### config.mk
export PLATFORM = sky130hd
export DESIGN_NAME = register_writeback
export DESIGN_NICKNAME = d
export VERILOG_FILES = /design/src/rtl/register_writeback.sv
export SDC_FILE = /design/constraint.sdc
export NUM_CORES = 1
export LEC_CHECK = 0
export CAP_MARGIN = 40
export CORE_MARGIN = 4
export CORE_UTILIZATION = 25
export DETAILED_ROUTE_END_ITERATION = 10
export HOLD_SLACK_MARGIN = 0.06
export SLEW_MARGIN = 25
export SYNTH_ARGS = -nofsm -noshare
export SYNTH_HDL_FRONTEND = slang
export SYNTH_SLANG_ARGS = --single-unit
### constraint.sdc
create_clock -name clk -period 4.4 [get_ports clk]
set_input_delay 0.88 -clock clk [delete_from_list [all_inputs] [get_ports clk]]
set_output_delay 0.88 -clock clk [all_outputs]
set_load 0.02 [all_outputs]
### src/rtl/register_writeback.sv
// Write-side front end of the register file: merges load and ALU results into
// an in-order queue that drives the single bank write port, one write per cycle.

module register_writeback_checker #(
   parameter int FIFO_DEPTH = 4,
   parameter int CNT_W      = 3
) (
   input logic             clk,
   input logic             rst,
   input logic [CNT_W-1:0] count,
   input logic [1:0]       push_n,
   input logic             pop
);
   queue_no_overflow : assert property (@(posedge clk) disable iff (rst)
      (int'(count) + int'(push_n) - int'(pop)) <= FIFO_DEPTH);
   queue_no_underflow : assert property (@(posedge clk) disable iff (rst)
      (int'(count) + int'(push_n)) >= int'(pop));
endmodule

module register_writeback #(
   parameter int DATA_WIDTH    = 32,
   parameter int ADDRESS_WIDTH = 4,
   parameter int FIFO_DEPTH    = 4
) (
   input  logic                                clk,
   input  logic                                rst,
   input  logic                                load_valid,
   output logic                                load_ready,
   input  logic [ADDRESS_WIDTH-1:0]            load_address,
   input  logic [DATA_WIDTH-1:0]               load_data,
   input  logic                                alu_valid,
   output logic                                alu_ready,
   input  logic [ADDRESS_WIDTH-1:0]            alu_address,
   input  logic [DATA_WIDTH-1:0]               alu_data,
   output logic                                write_enable,
   output logic [ADDRESS_WIDTH-1:0]            write_address,
   output logic [DATA_WIDTH-1:0]               write_data,
   output logic [2**ADDRESS_WIDTH-1:0]         pending_mask,
   output logic [$clog2(FIFO_DEPTH+1)-1:0]     queue_count
);
   localparam int PTR_W = $clog2(FIFO_DEPTH);
   localparam int CNT_W = $clog2(FIFO_DEPTH + 1);
   localparam int REGS  = 2**ADDRESS_WIDTH;

   function automatic logic [REGS-1:0] one_hot(input logic [ADDRESS_WIDTH-1:0] a);
      logic [REGS-1:0] v;
      v    = '0;
      v[a] = 1'b1;
      return v;
   endfunction

   logic [ADDRESS_WIDTH-1:0] addr_mem_r [FIFO_DEPTH];
   logic [DATA_WIDTH-1:0]    data_mem_r [FIFO_DEPTH];
   logic [PTR_W-1:0]         rd_ptr_r;
   logic [PTR_W-1:0]         wr_ptr_r;
   logic [CNT_W-1:0]         count_r;
   logic                     init_done_r;
   logic [CNT_W-1:0]         free_s;
   logic [CNT_W-1:0]         count_next_s;
   logic                     load_push_s;
   logic                     alu_push_s;
   logic                     pop_s;
   logic [1:0]               push_n_s;
   logic [PTR_W-1:0]         alu_slot_s;
   logic [REGS-1:0]          mask_s;

   // Ready looks only at pre-pop occupancy; init_done_r holds it low the cycle after reset.
   assign free_s       = CNT_W'(FIFO_DEPTH) - count_r;
   assign load_ready   = !rst && init_done_r && (free_s >= CNT_W'(1));
   assign alu_ready    = !rst && init_done_r && (free_s >= CNT_W'(2));

   // Writes to r0 handshake normally but never occupy an entry.
   assign load_push_s  = load_valid && load_ready && (load_address != '0);
   assign alu_push_s   = alu_valid && alu_ready && (alu_address != '0);
   assign push_n_s     = {1'b0, load_push_s} + {1'b0, alu_push_s};
   assign pop_s        = (count_r != '0);
   assign count_next_s = count_r + CNT_W'(push_n_s) - CNT_W'(pop_s);
   assign alu_slot_s   = load_push_s ? (wr_ptr_r + PTR_W'(1)) : wr_ptr_r;

   // Pointer, occupancy and post-reset ready gating.
   always_ff @(posedge clk) begin
      if (rst) begin
         rd_ptr_r    <= '0;
         wr_ptr_r    <= '0;
         count_r     <= '0;
         init_done_r <= 1'b0;
      end else begin
         init_done_r <= 1'b1;
         count_r     <= count_next_s;
         wr_ptr_r    <= wr_ptr_r + PTR_W'(push_n_s);
         if (pop_s) begin
            rd_ptr_r <= rd_ptr_r + PTR_W'(1);
         end
      end
   end

   // Entry storage; the load result takes the older slot.
   always_ff @(posedge clk) begin
      if (load_push_s) begin
         addr_mem_r[wr_ptr_r] <= load_address;
         data_mem_r[wr_ptr_r] <= load_data;
      end
      if (alu_push_s) begin
         addr_mem_r[alu_slot_s] <= alu_address;
         data_mem_r[alu_slot_s] <= alu_data;
      end
   end

   // Pending mask: OR of destination one-hots over occupied entries.
   always_comb begin
      mask_s = '0;
      for (int i = 0; i < FIFO_DEPTH; i++) begin
         if (CNT_W'(i) < count_r) begin
            mask_s = mask_s | one_hot(addr_mem_r[rd_ptr_r + PTR_W'(i)]);
         end else begin
            mask_s = mask_s;
         end
      end
   end

   assign write_enable  = !rst && pop_s;
   assign write_address = addr_mem_r[rd_ptr_r];
   assign write_data    = data_mem_r[rd_ptr_r];
   assign pending_mask  = rst ? '0 : {mask_s[REGS-1:1], 1'b0};
   assign queue_count   = rst ? '0 : count_r;

   register_writeback_checker #(
      .FIFO_DEPTH (FIFO_DEPTH),
      .CNT_W      (CNT_W)
   ) u_checker (
      .clk    (clk),
      .rst    (rst),
      .count  (count_r),
      .push_n (push_n_s),
      .pop    (pop_s)
   );
endmodule

# After elaboration in Yosys (flattened, before gate mapping)
# Memory sizes are Yosys's and may differ from the RTL's. A register that Yosys moved wholly into a read port is not among the register bits.
# Cells that the tools add are included.
[totals] word_cells=72 input_bits=76 ram_bits=144 ff_bits=8 out_inout_bits=58 memories=2
[memory_table] name="data_mem_r" words=4 word_bits=32 rd=1 rd_ports_with_merged_regs=1 wr=2 line_no="53" text="logic [DATA_WIDTH-1:0] data_mem_r [FIFO_DEPTH];"
[memory_table] name="addr_mem_r" words=4 word_bits=4 rd=4 rd_ports_with_merged_regs=1 wr=2 line_no="52" text="logic [ADDRESS_WIDTH-1:0] addr_mem_r [FIFO_DEPTH];"
[op_classes] bitwise_logic=3 add_sub_neg=9 n_reduce_logical=16 magnitude_cmp=14 n_mux=24
[ops] operator="$mux W16" count=5
[ops] operator="$or A16 B16 Y16" count=3
[ops] operator="$lt A4 B5 Y1 const B" count=4
[ops] operator="$demux W1 S4" count=4
[ops] operator="$ge A4 B1 Y1 const B" count=4
[ops] operator="$logic_and A1 B1 Y1" count=12
[ops] operator="$mux W2" count=5
[ops] operator="$mux W1" count=9
[ops] operator="$reduce_bool A4 Y1" count=2
[ops] operator="$lt A1 B3 Y1 const A" count=2
[ops] operator="$lt A2 B3 Y1 const A" count=2
[ops] operator="$add A2 B1 Y2 const B" count=2
[ops] operator="$add A2 B2 Y2 const B" count=2
[ops] operator="$add A3 B2 Y3" count=1
[ops] operator="$ge A3 B1 Y1 const B" count=1
[ops] operator="$ge A3 B2 Y1 const B" count=1
[ops] operator="$mux W3" count=1
[ops] operator="$reduce_bool A3 Y1" count=1
[ops] operator="$sub A3 B1 Y3" count=1
[ops] operator="$sub A3 B3 Y3 const A" count=1
[ops] operator="$add A1 B1 Y2" count=1
[ops] operator="$add A2 B2 Y2" count=1
[ops] operator="$logic_not A1 Y1" count=1

# Longest topological paths before layout
# An unclocked memory read counts as a cell.
[depth] depth_word=13 ltp_mapped=14 depth_no_buf=14

# Worst setup path before layout
# Ideal clock, no wire load.
[synth_timing] path_type="register to register" from="register count_r[0]" to="memory addr_mem_r[1][0], enable pin" slack_ns=0.994 synth_period_minus_slack_ns=3.406 setup_ns=0.392 t_arrival_ns=3.014 required_time_ns=4.008 path_buffers=2 stages_incl_launch_ff=10 path_cell_list="dfxtp_1 inv_1 ha_1 ha_1 or4b_4 a311oi_1 o21a_1 buf_6 buf_6 a21o_1"
[synth_lines] element="from (decl)" line_no="56" text="logic [CNT_W-1:0] count_r;"
[synth_lines] element="from (signal assigned)" line_no="89" text="count_r <= count_next_s;"
[synth_lines] element="to (decl)" line_no="52"

# Worst setup path in the final report
[layout_timing] from="register rd_ptr_r[0]" to="output pending_mask[2]"
[layout_via] elab_chain_len=13 elab_cells_between_ends=26 cone_classes="add/sub: 3; order compare: 6; mux: 10; bitwise: 3; reduce/logical: 3; memory: 1"
[layout_rtl] element="from (decl)" line_no="54" text="logic [PTR_W-1:0] rd_ptr_r;"
[layout_rtl] element="from (signal assigned)" line_no="92" text="rd_ptr_r <= rd_ptr_r + PTR_W'(1);"
[layout_rtl] element="$add A2 B1 Y2" line_no="114" text="mask_s = mask_s | one_hot(addr_mem_r[rd_ptr_r + PTR_W'(i)]);"
[layout_rtl] element="$mem_v2 Z4 W4 *"
[layout_rtl] element="$lt A4 B5 Y1 (implied by the code) or $ge A4 B1 Y1 (tied branches)" line_no="48" text="v[a] = 1'b1;"
[layout_rtl] element="$logic_and A1 B1 Y1 (implied by the code)" line_no="48"
[layout_rtl] element="$mux W1 (implied by the code)" line_no="48"
[layout_rtl] element="$demux W1 S4" line_no="48"
[layout_rtl] element="$or A16 B16 Y16" line_no="114"
[layout_rtl] element="$mux W16" line_no="113" text="if (CNT_W'(i) < count_r) begin"
[layout_rtl] element="$or A16 B16 Y16" line_no="114"
[layout_rtl] element="$mux W16" line_no="113"
[layout_rtl] element="$or A16 B16 Y16" line_no="114"
[layout_rtl] element="$mux W16 *" line_no="113"
[layout_rtl] element="$mux W16 *" line_no="124" text="assign pending_mask = rst ? '0 : {mask_s[REGS-1:1], 1'b0};"
[layout_rtl] element="to (decl)" line_no="38" text="output logic [2**ADDRESS_WIDTH-1:0] pending_mask,"
# Mark *: on every way between the ends. The rest lies on a longest branch, timed or not.

==> results.md <==
| Quantity | Reported | Unit |
|---|---|---|
| Outcome | complete, no violations | - |
| Worst Max-Slew Pin Slew | 0.737 | ns |
| Number of buffers between clock root and the deepest sink | 2 | - |
| Maximum number of pins on one net before global-route repair | 39 | - |
| Via count of the first global-routing pass | 6,268 | - |
| Max-slew violation count | 0 | - |
| Main synth FF type | edfxtp_1 | - |
| Yosys top cell area share | 46.4 | % |
| Global-route congestion overflow total | 0 | - |
| Number of input and output port buffers inserted | 132 | - |
| Hold violation count in the final report | 0 | - |
| Number of vias per cell after detailed routing | 4.80 | - |
| Maximum fanout encountered on the critical timing path | 10 | - |
| Post-CTS setup buffer count | 0 | - |
| Cell Int Power | 3.87 | mW |
| Netlist area before placement | 9320 | sq um |
| Total power density per cell area | 510 | nW/um^2 |
| Final setup violation count | 0 | - |
| GRT Overall Usage | 12.1 | % |
| Number of register bits inferred by synthesis | 154 | - |
| Distinct cell type count after synthesis | 51 | - |
| Detailed-router iteration count before antenna repair | 7 | - |
| Met1 usage in global routing | 14.2 | % |
| Layer carrying the most global-route usage | met2 | - |
| Clock latency at the later pin of the worst-skew pair | 0.43 | ns |
| Max-cap violation count | 0 | - |
| Maximum VDD drop | 265 | uV |
| Total die area | 40,400 | sq um |
| CP Launch Type | flip-flop | - |
| Worst relative slew slack | 50.4 | % |
| Part of the total power dissipated in combinational logic | 43.4 | % |
| Crit path capture type | primary output | - |
| Count of fill cells added during filler insertion | 3,607 | - |
| HPWL reported at the end of detailed placement | 16,700 | microns |
| Met3 usage | 3.50 | % |
| GR Layer Usage met2 | 21.9 | % |
| Die Y | 201 | microns |
| Largest cells by area after synthesis | edfxtp_1 (46%), mux2_4 (14%), mux4_2 (13%) | - |
| Sequential share of power | 31.9 | % |
| Register area share after synthesis | 48.5 | % |
| Total wire length after detailed routing | 24,500 | microns |
| I/O pin cnt | 134 | - |
| Num Clock Sinks | 154 | - |
| Number of antenna violations at the first check in global routing | 2 | - |
| Post-detailed-route DRC marker count | 0 | - |
| Fraction of final layout cells with drive strength greater than 1 | 36.2 | % |
| Highest attainable clock frequency | 0.250 | GHz |
| Number of gates resized after CTS | 0 | - |
| Hold crit path type | reg2reg | - |
| Top cells by instance count after synthesis | edfxtp_1 (144), mux2_4 (87), mux2_2 (61) | - |
| Starting Density | 25.4 | % |
| Required time of the critical path | 3.52 | ns |
| Synth-to-Final Area Change | 27.3 | % |
| Post-Layout Cell Count | 1,217 | - |
| Number of enable-type register cells in the synthesized netlist | 144 | - |
| Placement Rows | 70 | - |
| CTS tree | built | - |
| Worst setup margin | 0.397 | ns |
| Routed len/inst | 20.1 | microns |
| Final period demand of the worst path | 4.00 | ns |
| Final Net Count | 826 | - |
| Net count after synthesis | 687 | - |
| Core region area | 36,700 | sq um |
| DRT iter0 DRCs | 347 | - |
| RSZ-0062 raised after global routing | no | - |
| Synth async-reset ratio | 0 | % |
| Part of the power in the clock network | 24.7 | % |
| Number of nets still failing antenna checks after routing | 0 | - |
| Cell chosen for the clock root | clkbuf_16 | - |
| Cell count after placement | 1,184 | - |
| Worst-case clock skew | 0.0206 | ns |
| Setup TNS after final layout | 0 | ns |
| Final worst path period share | 91.0 | % |
| Post-synthesis instance total | 597 | - |
| Dominant cell by count in the synthesized netlist | edfxtp_1 | - |
| Number of hold buffers added after CTS | 0 | - |
| Switching power | 2.18 | mW |
| Placement-stage cell area | 11,300 | sq um |
| Summed area of non-filler cells in the final layout | 11,900 | sq um |
| Crit Path Category | reg2out | - |
| Antenna fix cells | 0 | - |
| Average cell area after synthesis | 15.6 | sq um |
| First-pass GRT wire length | 37,800 | microns |
| Fraction of power spent switching nets | 36.0 | % |
| Die span in x | 201 | microns |
| Largest area contributor in the netlist | edfxtp_1 | - |
| Syn. warnings | 0 | - |
| H-tree depth | 4 | - |
| Post-layout total power | 6.05 | mW |
| Leakage dissipation | 4.05 | nW |
| Cts bufs inserted | 17 | - |
| Global placement routability congestion | 0.919 | - |
| Clock transition time at the flip-flop clock pins of the worst setup and hold paths | 0.07 | ns |
| Worst slack at placement | 0.569 | ns |
| DR vias | 5,840 | - |
| Worst hold-check slack | 0.680 | ns |
| CP arrival | 3.12 | ns |
| Post-layout util | 32.3 | % |
layout by cell type (no fill, tap or decap), types with 11 or more instances in the layout:
cell	synthesis	layout
nor2_1	24	24
mux4_2	54	54
ha_1	13	13
inv_1	12	12
a32oi_1	11	11
clkdlybuf4s50_1	0	132
nor2b_1	26	26
mux2_2	61	61
buf_4	1	15
o21ai_0	15	15
a31oi_1	15	15
mux2_4	87	87
edfxtp_1	144	144
nand2_1	16	14
clkbuf_16	0	17
state kept, by name, summed over array words and instances, names as in the netlist, named ones only:
name         cells
wr_ptr_r         2
rd_ptr_r         2
init_done_r      1
addr_mem_r      16
count_r          3
data_mem_r     128
worst max-delay path, cell delays in order (launching register included):
cell and delay, ns:
dfxtp_1 0.61, buf_4 0.30, mux4_2 0.56, nor2b_1 0.30, a32oi_1 0.11, a31oi_1 0.20
clkdlybuf4s50_1 0.63
metal layers:
layer	wire length, microns	vias to the layer above
met5	27	-
met4	328	4
met3	1680	32
met2	12400	181
met1	10000	2941
li1	-	2682
cell type report:
class	instances	area [sq um]	share of cell area, %
Timing Repair Buffer	153	1540	13.0
Sequential cell	154	4530	38.2
Clock inverter	15	176	1.49
Inverter	12	45.0	0.380
Multi-Input combinational cell	398	4570	38.5
Tap cell	468	586	4.93
Clock buffer	17	425	3.58
cells by family after synthesis:
logic type,share of synthesized area (%)
muxes,34.8
DFF,48.5
and+or+nand+nor,6.45
AOI/OAI and AO/OA,4.82
buffers and inverters,2.89
adders and majority gates,1.96
xor gates and xnor gates,0.470
other,0.0402
path summary, 6_finish.rpt:
| check | depth (start not counted) | slack (ns) | to | start |
|---|---|---|---|---|
| min reg2reg | 2 | 0.68 | flip-flop | rd_ptr_r[1] |
| max | 6 | 0.40 | pending_mask[2] | rd_ptr_r[0] |
| max reg2reg | 15 | 0.86 | count_r[2] | count_r[0] |
| min | 2 | 0.68 | flip-flop | rd_ptr_r[1] |
power groups by stage:
stage / combinational [mW] / sequential, mW / clock (mW)
finish: 2.63 / 1.93 / 1.49
CTS: 2.67 / 1.94 / 1.53
detailed placement: 2.65 / 1.98 / 0
global placement: 2.65 / 1.97 / 0
global route: 2.83 / 1.96 / 1.59
floorplan: 1.74 / 1.83 / 0
No activity file was read; power rests on OpenSTA's default activity.
